**src/rtl/lane_game_core.sv**
```systemverilog
// lane_game_core -- scrolling lane-dodging game engine.
//
// The player occupies one lane of the bottom row of an obstacle field that scrolls
// down one row every TICK_DIV clock cycles. Each step survived adds one to the score.
// Reaching WIN_SCORE wins the game. Overlapping an obstacle in the bottom row loses it.
//
// Ports:
//   CLK         system clock, rising edge
//   resetn      asynchronous active-low reset
//   start       level start from IDLE; its rising edge leaves LOST/WON
//   abort       synchronous return to IDLE from any state
//   pause       freezes play while high
//   move_left   single-cycle request to move one lane toward lane 0
//   move_right  single-cycle request to move one lane toward lane LANES-1
//   spawn_rand  candidate obstacle row, loaded into row 0 on each step
//   player_lane one-hot player lane (registered)
//   field       obstacle map, row r at bits [r*LANES +: LANES] (registered)
//   score       steps survived (registered)
//   state       0=IDLE 1=PLAY 2=LOST 3=WON (registered)
//   step_pulse  one-cycle pulse per committed scroll step (registered)
//   crash       one-cycle pulse on entry to LOST (registered)
module lane_game_core #(
  parameter int LANES     = 3,
  parameter int DEPTH     = 8,
  parameter int TICK_DIV  = 50000000,
  parameter int SCORE_W   = 10,
  parameter int WIN_SCORE = 999
) (
  input  logic                     CLK,
  input  logic                     resetn,
  input  logic                     start,
  input  logic                     abort,
  input  logic                     pause,
  input  logic                     move_left,
  input  logic                     move_right,
  input  logic [LANES-1:0]         spawn_rand,
  output logic [LANES-1:0]         player_lane,
  output logic [DEPTH*LANES-1:0]   field,
  output logic [SCORE_W-1:0]       score,
  output logic [1:0]               state,
  output logic                     step_pulse,
  output logic                     crash
);

  localparam int TW = $clog2(TICK_DIV);
  localparam logic [TW-1:0]      TICK_LAST = TW'(TICK_DIV - 1);
  localparam logic [SCORE_W-1:0] WIN_VAL   = SCORE_W'(WIN_SCORE);
  localparam logic [LANES-1:0]   HOME_LANE = {{(LANES-1){1'b0}}, 1'b1} << (LANES / 2);

  typedef enum logic [1:0] {
    S_IDLE = 2'd0,
    S_PLAY = 2'd1,
    S_LOST = 2'd2,
    S_WON  = 2'd3
  } state_t;

  state_t                   r_state;
  logic [LANES-1:0]         r_player;
  logic [DEPTH*LANES-1:0]   r_field;
  logic [SCORE_W-1:0]       r_score;
  logic [TW-1:0]            r_tick;
  logic                     r_step_pulse;
  logic                     r_crash;
  logic                     r_start_d;

  logic                     w_start_rise;
  logic                     w_step;
  logic [LANES-1:0]         w_spawn;
  logic [LANES-1:0]         w_player_nxt;
  logic [DEPTH*LANES-1:0]   w_field_nxt;
  logic                     w_hit;
  logic [SCORE_W-1:0]       w_score_inc;
  logic [TW-1:0]            w_tick_nxt;
  logic                     w_go_idle;

  assign player_lane = r_player;
  assign field       = r_field;
  assign score       = r_score;
  assign state       = r_state;
  assign step_pulse  = r_step_pulse;
  assign crash       = r_crash;

  // Next-state candidates for one unpaused PLAY cycle, plus the IDLE-load condition.
  always_comb begin
    w_start_rise = start & ~r_start_d;
    w_step       = (r_tick == TICK_LAST);
    w_tick_nxt   = w_step ? '0 : r_tick + TW'(1);
    w_score_inc  = r_score + SCORE_W'(1);

    // A full row would leave no path; opening the rightmost lane keeps one free.
    if (&spawn_rand) begin
      w_spawn = {1'b0, spawn_rand[LANES-2:0]};
    end else begin
      w_spawn = spawn_rand;
    end

    // Opposing requests cancel; edge lanes saturate.
    if (move_left && !move_right && !r_player[0]) begin
      w_player_nxt = r_player >> 1;
    end else if (move_right && !move_left && !r_player[LANES-1]) begin
      w_player_nxt = r_player << 1;
    end else begin
      w_player_nxt = r_player;
    end

    if (w_step) begin
      w_field_nxt = {r_field[(DEPTH-1)*LANES-1:0], w_spawn};
    end else begin
      w_field_nxt = r_field;
    end

    // Collision is judged on the post-move, post-scroll picture, so moving
    // sideways into an obstacle already in the bottom row also loses.
    w_hit = |(w_field_nxt[(DEPTH-1)*LANES +: LANES] & w_player_nxt);

    case (r_state)
      S_IDLE:  w_go_idle = 1'b1;
      S_PLAY:  w_go_idle = abort;
      S_LOST:  w_go_idle = abort | w_start_rise;
      S_WON:   w_go_idle = abort | w_start_rise;
      default: w_go_idle = 1'b1;
    endcase
  end

  // Game state machine, playfield, score, tick counter and output pulses.
  always_ff @(posedge CLK or negedge resetn) begin
    if (!resetn) begin
      r_state      <= S_IDLE;
      r_player     <= HOME_LANE;
      r_field      <= '0;
      r_score      <= '0;
      r_tick       <= '0;
      r_step_pulse <= 1'b0;
      r_crash      <= 1'b0;
      r_start_d    <= 1'b0;
    end else begin
      r_start_d    <= start;
      r_step_pulse <= 1'b0;
      r_crash      <= 1'b0;
      if (w_go_idle) begin
        // Only a non-aborted IDLE cycle with start high launches play.
        if ((r_state == S_IDLE) && start && !abort) begin
          r_state <= S_PLAY;
        end else begin
          r_state <= S_IDLE;
        end
        r_player <= HOME_LANE;
        r_field  <= '0;
        r_score  <= '0;
        r_tick   <= '0;
      end else begin
        case (r_state)
          S_PLAY: begin
            if (!pause) begin
              r_tick   <= w_tick_nxt;
              r_player <= w_player_nxt;
              r_field  <= w_field_nxt;
              if (w_hit) begin
                // Loss wins over a simultaneous step or win; score is not credited.
                r_state <= S_LOST;
                r_crash <= 1'b1;
              end else if (w_step) begin
                r_score      <= w_score_inc;
                r_step_pulse <= 1'b1;
                if (w_score_inc == WIN_VAL) begin
                  r_state <= S_WON;
                end else begin
                  r_state <= S_PLAY;
                end
              end else begin
                r_state <= S_PLAY;
              end
            end else begin
              r_state <= S_PLAY;
            end
          end
          S_LOST:  r_state <= S_LOST;
          S_WON:   r_state <= S_WON;
          default: r_state <= S_IDLE;
        endcase
      end
    end
  end

endmodule

```
**config.mk**
```make
export PLATFORM = sky130hd
export DESIGN_NAME = lane_game_core
export DESIGN_NICKNAME = d
export VERILOG_FILES = /design/src/rtl/lane_game_core.sv
export SDC_FILE = /design/constraint.sdc
export NUM_CORES = 1
export LEC_CHECK = 0
export CORE_UTILIZATION = 40
export DETAILED_ROUTE_END_ITERATION = 8
export GPL_TIMING_DRIVEN = 1
export PLACE_DENSITY = 0.67
export SLEW_MARGIN = 25
export SYNTH_ARGS = -nofsm -noshare
export SYNTH_HDL_FRONTEND = slang
export SYNTH_SLANG_ARGS = --single-unit
```
**constraint.sdc**
```tcl
create_clock -name CLK -period 5.85 [get_ports CLK]
set_input_delay 0.585 -clock CLK [delete_from_list [all_inputs] [get_ports CLK]]
set_output_delay 0.585 -clock CLK [all_outputs]
set_load 0.01 [all_outputs]
```
# == Yosys cells after proc, flatten, opt, wreduce, memory -nomap -nowiden ==
# Index checks and enable logic that the tools add are counted.
# op_classes
addsub,2
n_mul,0
n_div,0
order_cmp,0
eq_ne,7
n_shift,0
n_mux,36
bitwise,4
reduce_logical,20
# ops
cell,n
26-bit 2-to-1 mux,4
24-bit 2-to-1 mux,4
10-bit 2-to-1 mux,5
26-bit by 1-bit adder with 26-bit output (second input constant),1
26-bit == test (second input constant),1
3-bit 2-to-1 mux,6
10-bit by 1-bit adder with 10-bit output (second input constant),1
10-bit == test (second input constant),1
1-bit 2-to-1 mux,10
2-bit 2-to-1 mux,5
1-bit logical AND,6
2-bit case mux with 3 select lines,1
3-bit AND reduction,2
1-bit logical NOT,5
2-bit == test (second input constant),2
2-bit by 1-bit inequality test with 1-bit output (second input constant),2
4-bit AND reduction,1
2-bit nonzero test,2
3-bit bitwise AND,1
1-bit case mux with 3 select lines,1
3-bit OR reduction,1
2-bit by 1-bit == test with 1-bit output (second input constant),1
2-bit logical NOT,1
2-bit AND reduction,1
4 further kinds,4
# word_totals
register_bits,68
latchBits,0
ramBits,0
romBits,0
in_bits,10
memories,0

# == Longest topological paths before layout ==
# logic_depth
ltp_word,11
mapped_depth,8

# == Least setup slack after synthesis ==
# No wires, ideal clock.
# synth_path
path_type,input to register
from,input port move_left
to,"register r_score[0], in the netlist score[0]"
setup_ns,0.125
arrival_time_ns,1.937
required_time_ns,5.725
path_slack_ns,3.788
path_stages,7
path_buffers,1
cell_sequence,buf_2 -> xnor2_1 -> o311a_1 -> a221oi_2 -> and2_4 -> a21oi_2 -> mux2_4
# synth_via
elab_chain_len,9
elab_cells_between_ends,11
# synth_lines
item,line_no,text
from (decl),34,"input logic move_left,"
1-bit logical NOT,100,end else if (move_right && !move_left && !r_player[LANES-1]) begin
1-bit logical AND (2 in a row),100,
3-bit 2-to-1 mux,100,
3-bit 2-to-1 mux (*),98,if (move_left && !move_right && !r_player[0]) begin
3-bit bitwise AND (*),114,w_hit = |(w_field_nxt[(DEPTH-1)*LANES +: LANES] & w_player_nxt);
3-bit OR reduction (*),114,
2-bit by 1-bit inequality test with 1-bit output (no line) (*),n/a,
4-bit AND reduction (no line) (*),n/a,
to (signal assigned),163,r_score <= w_score_inc;
to (decl),60,logic [SCORE_W-1:0] r_score;
# Every way passes the cells marked *; elsewhere a longest branch is shown, timed or not.
# A chain may end at the register's enable or synchronous reset.

# == Final worst setup path ==
# layout_path
from,input port abort
to,"register r_score[6], in the netlist score[6]"
# layout_via
elab_chain_len,4
elab_cells_between_ends,8
# layout_lines
item,line_no,text
from (decl),32,"input logic abort,"
1-bit bitwise OR,"119, 120",
1-bit case mux with 3 select lines (*),116,case (r_state)
2-bit by 1-bit inequality test with 1-bit output (no line) or 2-bit nonzero test (tied branches),n/a,
4-bit AND reduction (no line),n/a,
# Marks and branches as above.

==> impl_metrics.csv <==
group,metric,value,unit
place,io_buffers,50,
final_layout,mostFrequentLayoutCells,"dfrtp_1 (67), nand2_1 (51), clkdlybuf4s50_1 (49)",
timing,layout_min_cycle_time,2740,ps
global_route,grt_pass1_wl,14600,um
routing,first_pass_iters,6,
floorplanning,start_util,0.417,
clocking,cts-buffers-inserted,9,
clocking,clkTransAtPathRegs,70,ps
timing,finalCritPeriodShare,0.468,
routing,vias,3097,
final_layout,nets,444,
global_route,grt_util_all_layers,0.190,
final_layout,nFillCells,829,
logic_synthesis,synth_flop_cell,"dfrtp_1",
final_layout,area_growth,22.2,%
timing,final_hold_viol_count,0,
clocking,htree_levels,3,
setup_path,r2r_slack,3250,ps
floorplanning,core-area,8810,um^2
logic_synthesis,synthAdderAreaFrac,0.0102,
clocking,postCtsHoldBufs,0,
timing,finalSetupTns,0,ps
pwr,ir_drop,103,uV
setup_path,worstSetupPathType,"input pin to register",
logic_synthesis,synth_top_family_by_area,"simple AND/OR/NAND/NOR gates",
setup_path,worstPathArrival,3030,ps
routing,routedWlPerCell,15.8,um
clocking,root_buffer,"clkbuf_8",
global_route,grt_max_degree,69,
status,run_status,"finished, violations left",
routing,drt_wl_total,8610,um
pwr,power_density,217,nW/um^2
logic_synthesis,synth_simple_gate_area_frac,0.259,
setup_path,regToRegStartpoint,"r_tick[0]",
logic_synthesis,syn_area,3670,um^2
timing,tightest_slew,851,ps
floorplanning,die_w,97.8,um
clocking,cts_sinks,68,
routing,routed_via_density,5.69,
timing,fin_skew,6.07,ps
clocking,cts_setup_buffers,0,
routing,drc,4,
place,dp_cells,528,
logic_synthesis,avgSynthCellArea,9.65,um^2
pwr,p_total,973,uW
final_layout,antennaDiodeCount,0,
setup_path,r2r_cells,7,
setup_path,endpoint_kind,"register",
routing,postRouteAntennaNets,0,
clocking,ctsLongestPathBuffers,2,
timing,slew_headroom,0.433,
floorplanning,die-area,9560,um^2
setup_path,critPathSlowestCell,"clkdlybuf4s50_1",
timing,rsz0062_at_grt,"no",
timing,setup_violations,0,
final_layout,final_common_cell,"dfrtp_1",
logic_synthesis,ys_seq_elements,68,
setup_path,start_kind,"input pin",
setup_path,slowest_delay,590,ps
logic_synthesis,async_flop_share,1.00,
logic_synthesis,synth-compound-area-share,0.194,
clocking,clock_latency,350,ps
logic_synthesis,synth_cells,380,
global_route,first_global_vias,2963,
timing,fin_hold_ws,432,ps
clocking,cts_resized,0,
pwr,p_leak,1.82,nW
final_layout,final_cells,544,
logic_synthesis,synth_nets,393,
status,violations,"DRC",
hold_path,worstHoldPathType,"input pin to asynchronous set/reset pin",
setup_path,rr_endpoint,"score[6]",
logic_synthesis,synth-edff-count,0,
logic_synthesis,synth-xor-area-share,0.0286,
setup_path,critPathMaxFanout,17,
floorplanning,row_count,34,
setup_path,cp.required,6140,ps
clocking,cts_tree,"yes",
logic_synthesis,synthDistinctLibCells,65,
logic_synthesis,synthMuxAreaShare,0.0211,
final_layout,multi_input_area,1880,um^2
place,place.gp.congestion,0.886,
floorplanning,ios,51,
timing,max_freq,365,MHz
floorplanning,dieHeight,97.8,um
setup_path,cp_cell_sequence,"clkdlybuf4s50_1 -> or4b_4 -> nor3_4 -> nand3_1 -> a21oi_1 -> a21o_1",
final_layout,drive_gt1_frac,0.128,
logic_synthesis,yosysSeqAreaShare,0.464,
global_route,overflow,0,
timing,slew_viol_final,0,
place,hpwl,5840,um
flow_run,cap_violations,0,
final_layout,regArea,1700,um^2
routing,drt_first_iter_violations,185,
global_route,antenna_found_initial,0,
logic_synthesis,yosys_warnings,0,
state kept, by name, summed over array words and instances (netlist names):
name / flops
crash: 1
field: 24
player_lane: 3
r_start_d: 1
r_tick: 26
score: 10
state: 2
step_pulse: 1
cells by family after synthesis:
| kind of cell | Yosys count |
|---|---|
| adders and majority gates | 3 |
| buffers and inverters | 16 |
| DFF | 68 |
| AOI/OAI and AO/OA | 102 |
| muxes | 7 |
| xor gates and xnor gates | 12 |
| and+or+nand+nor | 172 |
Yosys cell counts (all sizes together) (7+ instances only):
master	n	area (um^2)
nand4	8	56.3
xnor2	9	78.8
and3	8	51.3
nand2	51	191
nand3	20	100
nor2b	8	52.6
nor2	30	120
nor3	8	67.6
o21ai	22	118
or3	8	50.1
a21o	7	52.6
buf	9	57.6
a22o	18	175
dfrtp	67	1680
a21oi	28	144
cell type report:
class,count,share of cell area
inverter,4,0.00335
clock buffer,13,0.0377
clock inverter,3,0.0151
timing repair buffer,52,0.114
multi-input combinational,296,0.420
tap,108,0.0302
sequential,68,0.380
worst max-delay path by stage:
| stage | start | cells after the start | end |
|---|---|---|---|
| detailed placement | abort | 6 | score[6] |
| floorplan | move_left | 7 | score[0] |
| finish | abort | 6 | score[6] |
| global route | abort | 6 | score[3] |
| global placement | abort | 6 | score[3] |
| CTS | abort | 6 | score[6] |
where the power goes:
group | leakage, nW | total [mW] | switching (mW) | internal, mW
sequential | 0.944 | 0.473 | 0.00165 | 0.471
combinational | 0.763 | 0.0426 | 0.0290 | 0.0136
clock | 0.116 | 0.458 | 0.183 | 0.275
total | 1.82 | 0.973 | 0.214 | 0.760
critical path: cells and delay by family:
kind                   cells  cell delay [ps]
AOI/OAI and AO/OA          2              320
buffers and inverters      1              590
and+or+nand+nor            3             1540
routing by layer:
layer / share of wire / GRT usage
met1: 0.49 / 0.260
met2: 0.45 / 0.292
met3: 0.050 / 0.0565
met4: 0.0091 / 0.0548
met5: 0 / 0
metrics by stage:
step,instance area (um^2),setup slack (ps),util
CTS,4480,3140,0.509
detailed placement,4250,2770,0.482
finish,4480,3110,0.509
floorplan,3670,3790,-
global route,4480,2960,0.509
global placement,4250,2800,0.482
No activity file was read; power rests on OpenSTA's default activity.
